### src/rtl/fetch_stage_pkg.sv
// fetch_stage_pkg
// Shared CPU definitions used by fetch and decode: datapath width, opcode
// constants, instruction field positions, the IF/ID bus layout and the
// fetch FSM state encoding.
package fetch_stage_pkg;

  localparam int unsigned DATA_W = 16;

  // Instruction field positions
  localparam int OPC_HI = 15;
  localparam int OPC_LO = 12;
  localparam int RD_HI  = 11;
  localparam int RD_LO  = 8;
  localparam int RS_HI  = 7;
  localparam int RS_LO  = 4;
  localparam int RT_HI  = 3;
  localparam int RT_LO  = 0;

  // Opcodes
  localparam logic [3:0] OPC_ADD  = 4'h0;
  localparam logic [3:0] OPC_SUB  = 4'h1;
  localparam logic [3:0] OPC_AND  = 4'h2;
  localparam logic [3:0] OPC_OR   = 4'h3;
  localparam logic [3:0] OPC_SLL  = 4'h4;
  localparam logic [3:0] OPC_SRL  = 4'h5;
  localparam logic [3:0] OPC_ADDI = 4'h6;
  localparam logic [3:0] OPC_LW   = 4'h7;
  localparam logic [3:0] OPC_SW   = 4'h8;
  localparam logic [3:0] OPC_BEQ  = 4'h9;
  localparam logic [3:0] OPC_HLT  = 4'hF;

  localparam logic [DATA_W-1:0] CPU_NOP_INSTR = 16'h0000;

  // IF/ID bus layout as seen by decode: {pc, instr, valid}
  localparam int IFID_W        = 2 * DATA_W + 1;
  localparam int IFID_VALID    = 0;
  localparam int IFID_INSTR_LO = 1;
  localparam int IFID_INSTR_HI = DATA_W;
  localparam int IFID_PC_LO    = DATA_W + 1;
  localparam int IFID_PC_HI    = 2 * DATA_W;

  typedef enum logic [1:0] {
    ST_FETCH  = 2'd0,
    ST_DRAIN  = 2'd1,
    ST_HALTED = 2'd2
  } fetch_state_t;

  function automatic logic [3:0] opcode_of(input logic [DATA_W-1:0] instr);
    return instr[OPC_HI:OPC_LO];
  endfunction

endpackage

### src/rtl/fetch_stage_if.sv
// fetch_stage_if
// Instruction-memory bus between the fetch stage (master) and the IM (slave).
//   im_addr  : word address, driven by fetch
//   im_rd_en : read enable, driven by fetch
//   im_instr : read data, combinational from im_addr, driven by the IM
interface fetch_stage_if;
  import fetch_stage_pkg::*;

  logic [DATA_W-1:0] im_addr;
  logic              im_rd_en;
  logic [DATA_W-1:0] im_instr;

  modport master (output im_addr, output im_rd_en, input  im_instr);
  modport slave  (input  im_addr, input  im_rd_en, output im_instr);

endinterface

### src/rtl/fetch_stage_pc_next_sel.sv
// pc_next_sel
// Combinational next-PC select. Priority: branch redirect > hold > increment.
//   pc        : current PC
//   br_en     : take br_target
//   br_target : redirect destination
//   hold      : keep current PC
//   pc_next   : PC for the next edge
//   pc_incr   : pc + PC_INCR (modulo 2^16), also used as the IF/ID link PC
module pc_next_sel
  import fetch_stage_pkg::*;
#(
  parameter logic [DATA_W-1:0] PC_INCR = 16'd1
) (
  input  logic [DATA_W-1:0] pc,
  input  logic              br_en,
  input  logic [DATA_W-1:0] br_target,
  input  logic              hold,
  output logic [DATA_W-1:0] pc_next,
  output logic [DATA_W-1:0] pc_incr
);

  // Natural 16-bit truncation gives the required wrap with no carry flag.
  assign pc_incr = pc + PC_INCR;

  always_comb begin
    pc_next = pc_incr;
    if (br_en) begin
      pc_next = br_target;
    end else if (hold) begin
      pc_next = pc;
    end
  end

endmodule

### src/rtl/fetch_stage.sv
// fetch_stage
// Instruction-fetch stage: owns the PC, addresses instruction memory, applies
// branch redirects and hazard stalls, and produces the IF/ID register.
// An HLT opcode stops fetching, lets the pipeline drain for DRAIN_CYCLES
// non-stalled cycles, then raises a sticky hlt.
//   clk, rst_n           : clock, asynchronous active-low reset
//   stall                : hazard hold, freezes PC and IF/ID
//   br_taken, br_target  : resolved-taken branch redirect
//   im_bus               : instruction-memory bus (master side)
//   pc                   : current PC
//   if_id_pc/instr/valid : IF/ID register to decode
//   hlt                  : CPU halted
module fetch_stage
  import fetch_stage_pkg::*;
#(
  parameter logic [DATA_W-1:0] RESET_PC     = 16'h0000,
  parameter logic [DATA_W-1:0] PC_INCR      = 16'd1,
  parameter logic [3:0]        HLT_OPC      = OPC_HLT,
  parameter logic [DATA_W-1:0] NOP_INSTR    = CPU_NOP_INSTR,
  parameter int unsigned       DRAIN_CYCLES = 4
) (
  input  logic              clk,
  input  logic              rst_n,
  input  logic              stall,
  input  logic              br_taken,
  input  logic [DATA_W-1:0] br_target,
  fetch_stage_if.master     im_bus,
  output logic [DATA_W-1:0] pc,
  output logic [DATA_W-1:0] if_id_pc,
  output logic [DATA_W-1:0] if_id_instr,
  output logic              if_id_valid,
  output logic              hlt
);

  localparam int unsigned CNT_W = (DRAIN_CYCLES > 1) ? $clog2(DRAIN_CYCLES) : 1;
  localparam logic [CNT_W-1:0] CNT_LAST = CNT_W'(DRAIN_CYCLES - 1);

  fetch_state_t      state_q;
  logic [CNT_W-1:0]  drain_cnt_q;
  logic [DATA_W-1:0] pc_q;
  logic [DATA_W-1:0] pc_next;
  logic [DATA_W-1:0] pc_incr;
  logic              is_hlt;
  logic              br_en;
  logic              pc_hold;

  assign is_hlt = (opcode_of(im_bus.im_instr) == HLT_OPC);

  // Once halted, redirects are ignored; outside FETCH the PC never advances.
  // A fetched HLT also freezes the PC so it keeps pointing at the HLT.
  assign br_en   = br_taken && (state_q != ST_HALTED);
  assign pc_hold = stall || (state_q != ST_FETCH) || is_hlt;

  pc_next_sel #(
    .PC_INCR (PC_INCR)
  ) u_pc_next_sel (
    .pc        (pc_q),
    .br_en     (br_en),
    .br_target (br_target),
    .hold      (pc_hold),
    .pc_next   (pc_next),
    .pc_incr   (pc_incr)
  );

  assign pc              = pc_q;
  assign im_bus.im_addr  = pc_q;
  assign im_bus.im_rd_en = (state_q == ST_FETCH) && !stall && !br_taken;

  // ---- IF -> IF/ID boundary ----
  always_ff @(posedge clk or negedge rst_n) begin
    if (!rst_n) begin
      state_q     <= ST_FETCH;
      drain_cnt_q <= '0;
      pc_q        <= RESET_PC;
      if_id_pc    <= '0;
      if_id_instr <= NOP_INSTR;
      if_id_valid <= 1'b0;
      hlt         <= 1'b0;
    end else begin
      pc_q <= pc_next;
      case (state_q)
        ST_FETCH: begin
          if (br_taken) begin
            if_id_pc    <= '0;
            if_id_instr <= NOP_INSTR;
            if_id_valid <= 1'b0;
          end else if (!stall) begin
            if_id_pc    <= pc_incr;
            if_id_instr <= im_bus.im_instr;
            if_id_valid <= 1'b1;
            if (is_hlt) begin
              state_q     <= ST_DRAIN;
              drain_cnt_q <= '0;
            end
          end
        end
        ST_DRAIN: begin
          if (br_taken) begin
            // An older branch squashes the HLT; resume fetching at the target.
            if_id_pc    <= '0;
            if_id_instr <= NOP_INSTR;
            if_id_valid <= 1'b0;
            drain_cnt_q <= '0;
            state_q     <= ST_FETCH;
          end else if (!stall) begin
            if_id_pc    <= '0;
            if_id_instr <= NOP_INSTR;
            if_id_valid <= 1'b0;
            if (drain_cnt_q == CNT_LAST) begin
              state_q <= ST_HALTED;
              hlt     <= 1'b1;
            end else begin
              drain_cnt_q <= drain_cnt_q + 1'b1;
            end
          end
        end
        ST_HALTED: begin
          if_id_pc    <= '0;
          if_id_instr <= NOP_INSTR;
          if_id_valid <= 1'b0;
          hlt         <= 1'b1;
        end
        default: begin
          state_q <= ST_FETCH;
        end
      endcase
    end
  end

endmodule

### src/flat_wrapper.sv
// flat-port wrapper written by rule: the top's interface ports become plain ports
module fetch_stage_flat import fetch_stage_pkg::*;
#(
  parameter logic [DATA_W-1:0] RESET_PC     = 16'h0000,
  parameter logic [DATA_W-1:0] PC_INCR      = 16'd1,
  parameter logic [3:0]        HLT_OPC      = OPC_HLT,
  parameter logic [DATA_W-1:0] NOP_INSTR    = CPU_NOP_INSTR,
  parameter int unsigned       DRAIN_CYCLES = 4
)
  (clk, rst_n, stall, br_taken, br_target, pc, if_id_pc, if_id_instr, if_id_valid, hlt, im_bus_im_addr, im_bus_im_rd_en, im_bus_im_instr);
  fetch_stage_if im_bus_i ();
  input  logic clk;
  input  logic rst_n;
  input  logic stall;
  input  logic br_taken;
  input  logic [DATA_W-1:0] br_target;
  output logic [DATA_W-1:0] pc;
  output logic [DATA_W-1:0] if_id_pc;
  output logic [DATA_W-1:0] if_id_instr;
  output logic if_id_valid;
  output logic hlt;
  output wire logic [$bits(im_bus_i.im_addr)-1:0] im_bus_im_addr;
  output wire logic [$bits(im_bus_i.im_rd_en)-1:0] im_bus_im_rd_en;
  input wire logic [$bits(im_bus_i.im_instr)-1:0] im_bus_im_instr;
  assign im_bus_im_addr = im_bus_i.im_addr;
  assign im_bus_im_rd_en = im_bus_i.im_rd_en;
  assign im_bus_i.im_instr = im_bus_im_instr;
  fetch_stage #(.RESET_PC(RESET_PC), .PC_INCR(PC_INCR), .HLT_OPC(HLT_OPC), .NOP_INSTR(NOP_INSTR), .DRAIN_CYCLES(DRAIN_CYCLES)) u_core (.clk(clk), .rst_n(rst_n), .stall(stall), .br_taken(br_taken), .br_target(br_target), .im_bus(im_bus_i), .pc(pc), .if_id_pc(if_id_pc), .if_id_instr(if_id_instr), .if_id_valid(if_id_valid), .hlt(hlt));
endmodule
### config.mk
export PLATFORM = sky130hd
export DESIGN_NAME = fetch_stage_flat
export DESIGN_NICKNAME = d
export VERILOG_FILES = /design/src/rtl/fetch_stage_pkg.sv /design/src/rtl/fetch_stage_if.sv /design/src/rtl/fetch_stage_pc_next_sel.sv /design/src/rtl/fetch_stage.sv /design/src/flat_wrapper.sv
export SDC_FILE = /design/constraint.sdc
export NUM_CORES = 1
export LEC_CHECK = 0
export BUFFER_PORTS_ARGS = -buffer_cell sky130_fd_sc_hd__buf_4
export CAP_MARGIN = 15
export CELL_PAD_IN_SITES_DETAIL_PLACEMENT = 1
export CELL_PAD_IN_SITES_GLOBAL_PLACEMENT = 2
export CORE_AREA = 10 10 108 110
export CTS_BUF_LIST = sky130_fd_sc_hd__clkbuf_4 sky130_fd_sc_hd__clkbuf_8
export DETAILED_ROUTE_END_ITERATION = 10
export DIE_AREA = 0 0 118 120
export PLACE_DENSITY_LB_ADDON = 0.1
export RECOVER_POWER = 100
export SLEW_MARGIN = 0
export SYNTH_ARGS = -nofsm -noshare
export SYNTH_HDL_FRONTEND = slang
export SYNTH_SLANG_ARGS = --single-unit
### constraint.sdc
create_clock -name clk -period 3 [get_ports clk]
set_clock_uncertainty 0.2 [all_clocks]
set_input_delay 0.3 -clock clk [delete_from_list [all_inputs] [get_ports clk]]
set_output_delay 0.3 -clock clk [all_outputs]
set_load 0.01 [all_outputs]
======== Word level (Yosys, flattened, before mapping) ========
Index checks and enable logic that the tools add are counted.
cells by class
  multiplexer cells ....................... 33
  add/sub/neg operators ................... 2
  reductions and logical operators ........ 16
  bitwise gates (word level) .............. 1
  equality and inequality tests ........... 16
operator list
  operator               count
  $mux 16                8
  $pmux 16 s3            2
  $mux 2                 12
  $add 16x1->16 const B  1
  $reduce_and 6->1       2
  $ne 2x2->1 const B     5
  $ne 3x3->1 const B     3
  $mux 1                 7
  $ne 2x1->1 const B     3
  $pmux 2 s3             1
  $reduce_bool 2->1      3
  $eq 2x2->1 const B     2
  $eq 4x4->1 const B     1
  $pmux 2 s2             1
  $reduce_and 4->1       1
  $logic_and 1x1->1      3
  $ne 3x2->1 const B     1
  $pmux 1 s3             1
  $reduce_and 3->1       1
  $reduce_bool 3->1      1
  $add 2x1->2 const B    1
  $eq 2x1->1 const B     1
  $logic_not 1->1        2
  $logic_not 2->1        1
  3 further kinds        4
word-level totals
  logic and storage cells ................. 75
  flip-flop bits (word level) ............. 54
  output and inout bits ................... 67
  input port bits ......................... 36

======== Longest topological paths before layout ========
  depth after elaboration ................. 5
  gate-level depth with buffers ........... 7
  gate-level depth less buffers ........... 6

======== Hierarchy ========
A second synthesis with hierarchy kept.
unflattened totals
  cells, all modules ...................... 270
  area, all modules ....................... 2894.0 µm²
by module, submodules not included
  module       cells each  area each (µm²)  times used
  fetch_stage  151         2140.8           1
  pc_next_sel  119         753.2            1

======== Worst setup path before layout ========
Ideal clock, no wire load.
  path type ............................... register to register
  start point ............................. register u_core.state_q[1]
  end point ............................... register u_core.pc_q[14] (netlist: u_core.im_bus.im_addr[14])
  data arrival time ....................... 1.748 ns
  path buffers ............................ 0
  stages on the path, launching flop included .. 7
  setup slack ............................. 0.916 ns
  data required time ...................... 2.664 ns
  clock period less this slack ............ 2.084 ns
  path through ............................ dfrtp_1 inv_1 ha_1 nand2b_1 nor2_1 o21ai_0 or3b_2
on the way
  longest elaborated chain between the ends .. 4
  elaborated cells on any way between the ends .. 7
  those cells by class .................... eq/ne: 2; mux: 1; reduce/logical: 4
RTL lines
  element                         RTL line            text
  from (decl)                     fetch_stage.sv:38   fetch_state_t state_q;
  from (signal assigned)          fetch_stage.sv:72   state_q <= ST_FETCH;
  from (signal assigned)          fetch_stage.sv:92   state_q <= ST_DRAIN;
  from (signal assigned)          fetch_stage.sv:104  state_q <= ST_FETCH;
  $reduce_bool 2->1               fetch_stage.sv:52   assign pc_hold = stall || (state_q != ST_FETCH) || is_hlt;
  $logic_or 1x1->1 (2 in series)  fetch_stage.sv:52
  $ne 2x1->1 (no source line)     n/a
  to (signal assigned)            fetch_stage.sv:80   pc_q <= pc_next;
  to (decl)                       fetch_stage.sv:40   logic [DATA_W-1:0] pc_q;
Parallel ways exist; a longest one is shown, timed or not.
A chain may end at the register's enable or synchronous reset.

======== Final worst setup path ========
Same ends and word-level chain as after synthesis.

==> metrics <==
outcome=completed; slowest CP cell=or3b_2; maximum number of pins on one net before global-route repair=between 50 and 60; # setup viols final=0; Vias/cell=4.81; nets=around 410; Netlist cell types=between 40 and 50; crit end category=register; CP max FO=8; Area Growth Syn to Fin=24.6%; cells along the critical path=inv_1, ha_1, nand2b_1, nor2_1, o21ai_0, or3b_2; Die W=118 um; Yosys Warn Count=0; Routed Antenna Nets=0; Mapped Cells=280; Max-Cap Viols=0; largest stage delay on the critical path=0.47 ns; Iteration-0 DRC Markers=100; number of I/O port buffers=102; Clock Tree Buf Depth=2; internal power=1650 uW; die height=120 um; share of cells above drive strength 1=14.0%; area of the mapped netlist=2860 um^2; fill cell count=between 1000 and 1500; Switching Fraction=43.2%; GR Util All Layers=12.7%; FP Rows=36; Worst Max-Slew Pin Slew=1.46 ns; syn avg cell area=10.2 um^2; leakage dissipation=0.00154 uW; dpl ws=0.565 ns; io pins=~100; antenna violations before repair=0; #FFs+latches synth=54; via count=2429; clock sinks=54; DP Area=between 3000 and 4000 um^2; detailed-route DRC error count=0; Final Max Tran Viols=0; core footprint=9550 um^2; CP required=slightly below 3 ns; Clock Latency Late Sink=between 0.3 and 0.4 ns; Max transition margin=2.72%; Synth Flop Type=dfrtp_1; Design Area, Final=3560 um^2; unrepaired setup endpoints after global routing=no; final cycle utilization of the critical path=82.2%; post-route setup slack=0.535 ns; GP Congestion=approximately 0.77; DIE AREA=14200 um^2; Post-CTS Setup Bufs=0; remaining global-route overflow=0; drt total wl=9180 um; clock share of power=14.3%; most frequent cells in the layout=69 x clkbuf_1, 54 x dfrtp_1, 35 x buf_4; setup TNS=0 ns; Worst-path clk slew=0.10 ns; power per cell area=just over 800 nW/um^2; router iterations before antenna repair=4; syn_nets=322; NetSw=1260 uW; Comb pwr share=43.2%; CTS Buf Count=5; multi-input logic area=1290 um^2; Post-synth EDFFs=0; DP Wirelength=6670 um; Seq pwr share=42.5%; CP Data Arrival Time=2.45 ns; most common cell after layout, fill and taps aside=clkbuf_1; sequential share of the synthesized area=approximately 47%; Root Buffer=clkbuf_8; final hold vios=0; Startpoint Class=register; peak supply drop=230 uV; register area=1350 um^2; drt wl/cell=18.2 um; async set-reset flop share out of synthesis=100%; n_diodes=0; Tmin final=2.47 ns; Fmax=0.406 GHz; initial core utilization=29.9%; CTS H-tree lvls=2; vias in the first global route=2738; worst hold path type=in2reg; CTS tree=yes; first-pass GRT wire length=14900 um; Crit Path Class=reg2reg
cells by family after synthesis:
family	after synthesis	share of synthesized area [%]
simple gates	95	18.3
compound gates	64	16.9
flops	54	47.3
buf+inv	38	7.61
xor+xnor	20	6.13
fa+ha+maj	6	2.63
mux	3	1.14
layout make-up:
class                           count  share of cell area, %
Clock buffer                        7                   2.35
Inverter                            5                  0.527
Multi-Input combinational cell    188                   36.2
Sequential cell                    54                   37.9
Tap cell                          133                   4.67
Timing Repair Buffer              118                   18.3
synthesized netlist by cell type (all sizes together) (3+ instances only):
cell / number / area [um^2]
nand3: 4 / 25.0
inv: 5 / 18.8
ha: 6 / 75.1
nor3b: 3 / 22.5
o31ai: 3 / 22.5
a31oi: 4 / 25.0
nand2b: 5 / 31.3
nor4: 7 / 58.8
clkbuf: 10 / 40.0
nor3: 5 / 25.0
o21ai: 12 / 60.1
a22o: 30 / 263
dfrtp: 54 / 1350
or3: 3 / 25.0
xor2: 9 / 78.8
nand2: 31 / 116
nor2: 17 / 63.8
nand4: 6 / 52.6
a21oi: 3 / 15.0
nor2b: 4 / 25.0
buf: 23 / 159
xnor2: 11 / 96.3
sequential cells by signal (all words and copies together), names as in the netlist:
signal	flops
u_core.state_q	2
u_core.im_bus.im_addr	16
u_core.if_id_instr	16
u_core.if_id_valid	1
u_core.hlt	1
u_core.drain_cnt_q	2
u_core.if_id_pc	16
metal layers:
metal / part of all wire, % / track usage [%] / vias up
met3: 3.8 / 3.56 / 4
met5: 0 / 0 / -
met4: 0.50 / 2.32 / 0
met2: 47 / 21.4 / 68
met1: 49 / 16.0 / 1186
li1: - / - / 1171
timing repair:
action | CTS | global route
endpoints found under the setup margin | 0 | 0
endpoints found under the hold margin | 63 | 2
hold buffers | 10 | 2
gates resized for setup | 0 | 0
worst paths after layout:
check,start,endpoint,slack (ns),cells after the start
max reg2reg,u_core.state_q[1]$_DFFE_PN0P_,u_core.im_bus.im_addr[14]$_DFFE_PN0P_,0.53,6
max in group asynchronous,rst_n,u_core.if_id_instr[3]$_DFFE_PN0P_,1.06,2
min,br_target[0],u_core.im_bus.im_addr[0]$_DFFE_PN0P_,0.01,3
min in group asynchronous,rst_n,u_core.if_id_instr[10]$_DFFE_PN0P_,0.67,2
min reg2reg,u_core.hlt$_DFFE_PN0P_,u_core.hlt$_DFFE_PN0P_,0.28,2
max,u_core.state_q[1]$_DFFE_PN0P_,u_core.im_bus.im_addr[14]$_DFFE_PN0P_,0.53,6
power by group through the flow:
stage	clock, uW	sequential, uW	combinational (uW)
floorplan	0	1280	814
global placement	0	1250	1510
detailed placement	0	1260	1520
CTS	442	1250	1540
global route	470	1290	1410
finish	416	1240	1260
critical path, delay by kind of cell, from the launching register on:
family | cells | cell delay (ns)
fa+ha+maj | 1 | 0.33
compound gates | 1 | 0.14
flops | 1 | 0.44
buf+inv | 1 | 0.14
simple gates | 3 | 1.09
through the flow:
stage	std cells	power, uW	utilization [%]	hold slack (ns)
after floorplan	280	2100	-	-0.196
after global placement	486	2760	38.0	0.213
after detailed placement	486	2790	38.0	0.219
after CTS	503	3240	39.9	0.000272
after global routing	505	3170	37.3	-0.000177
final	505	2910	37.3	0.0100
(Power assumes the default switching activity.)
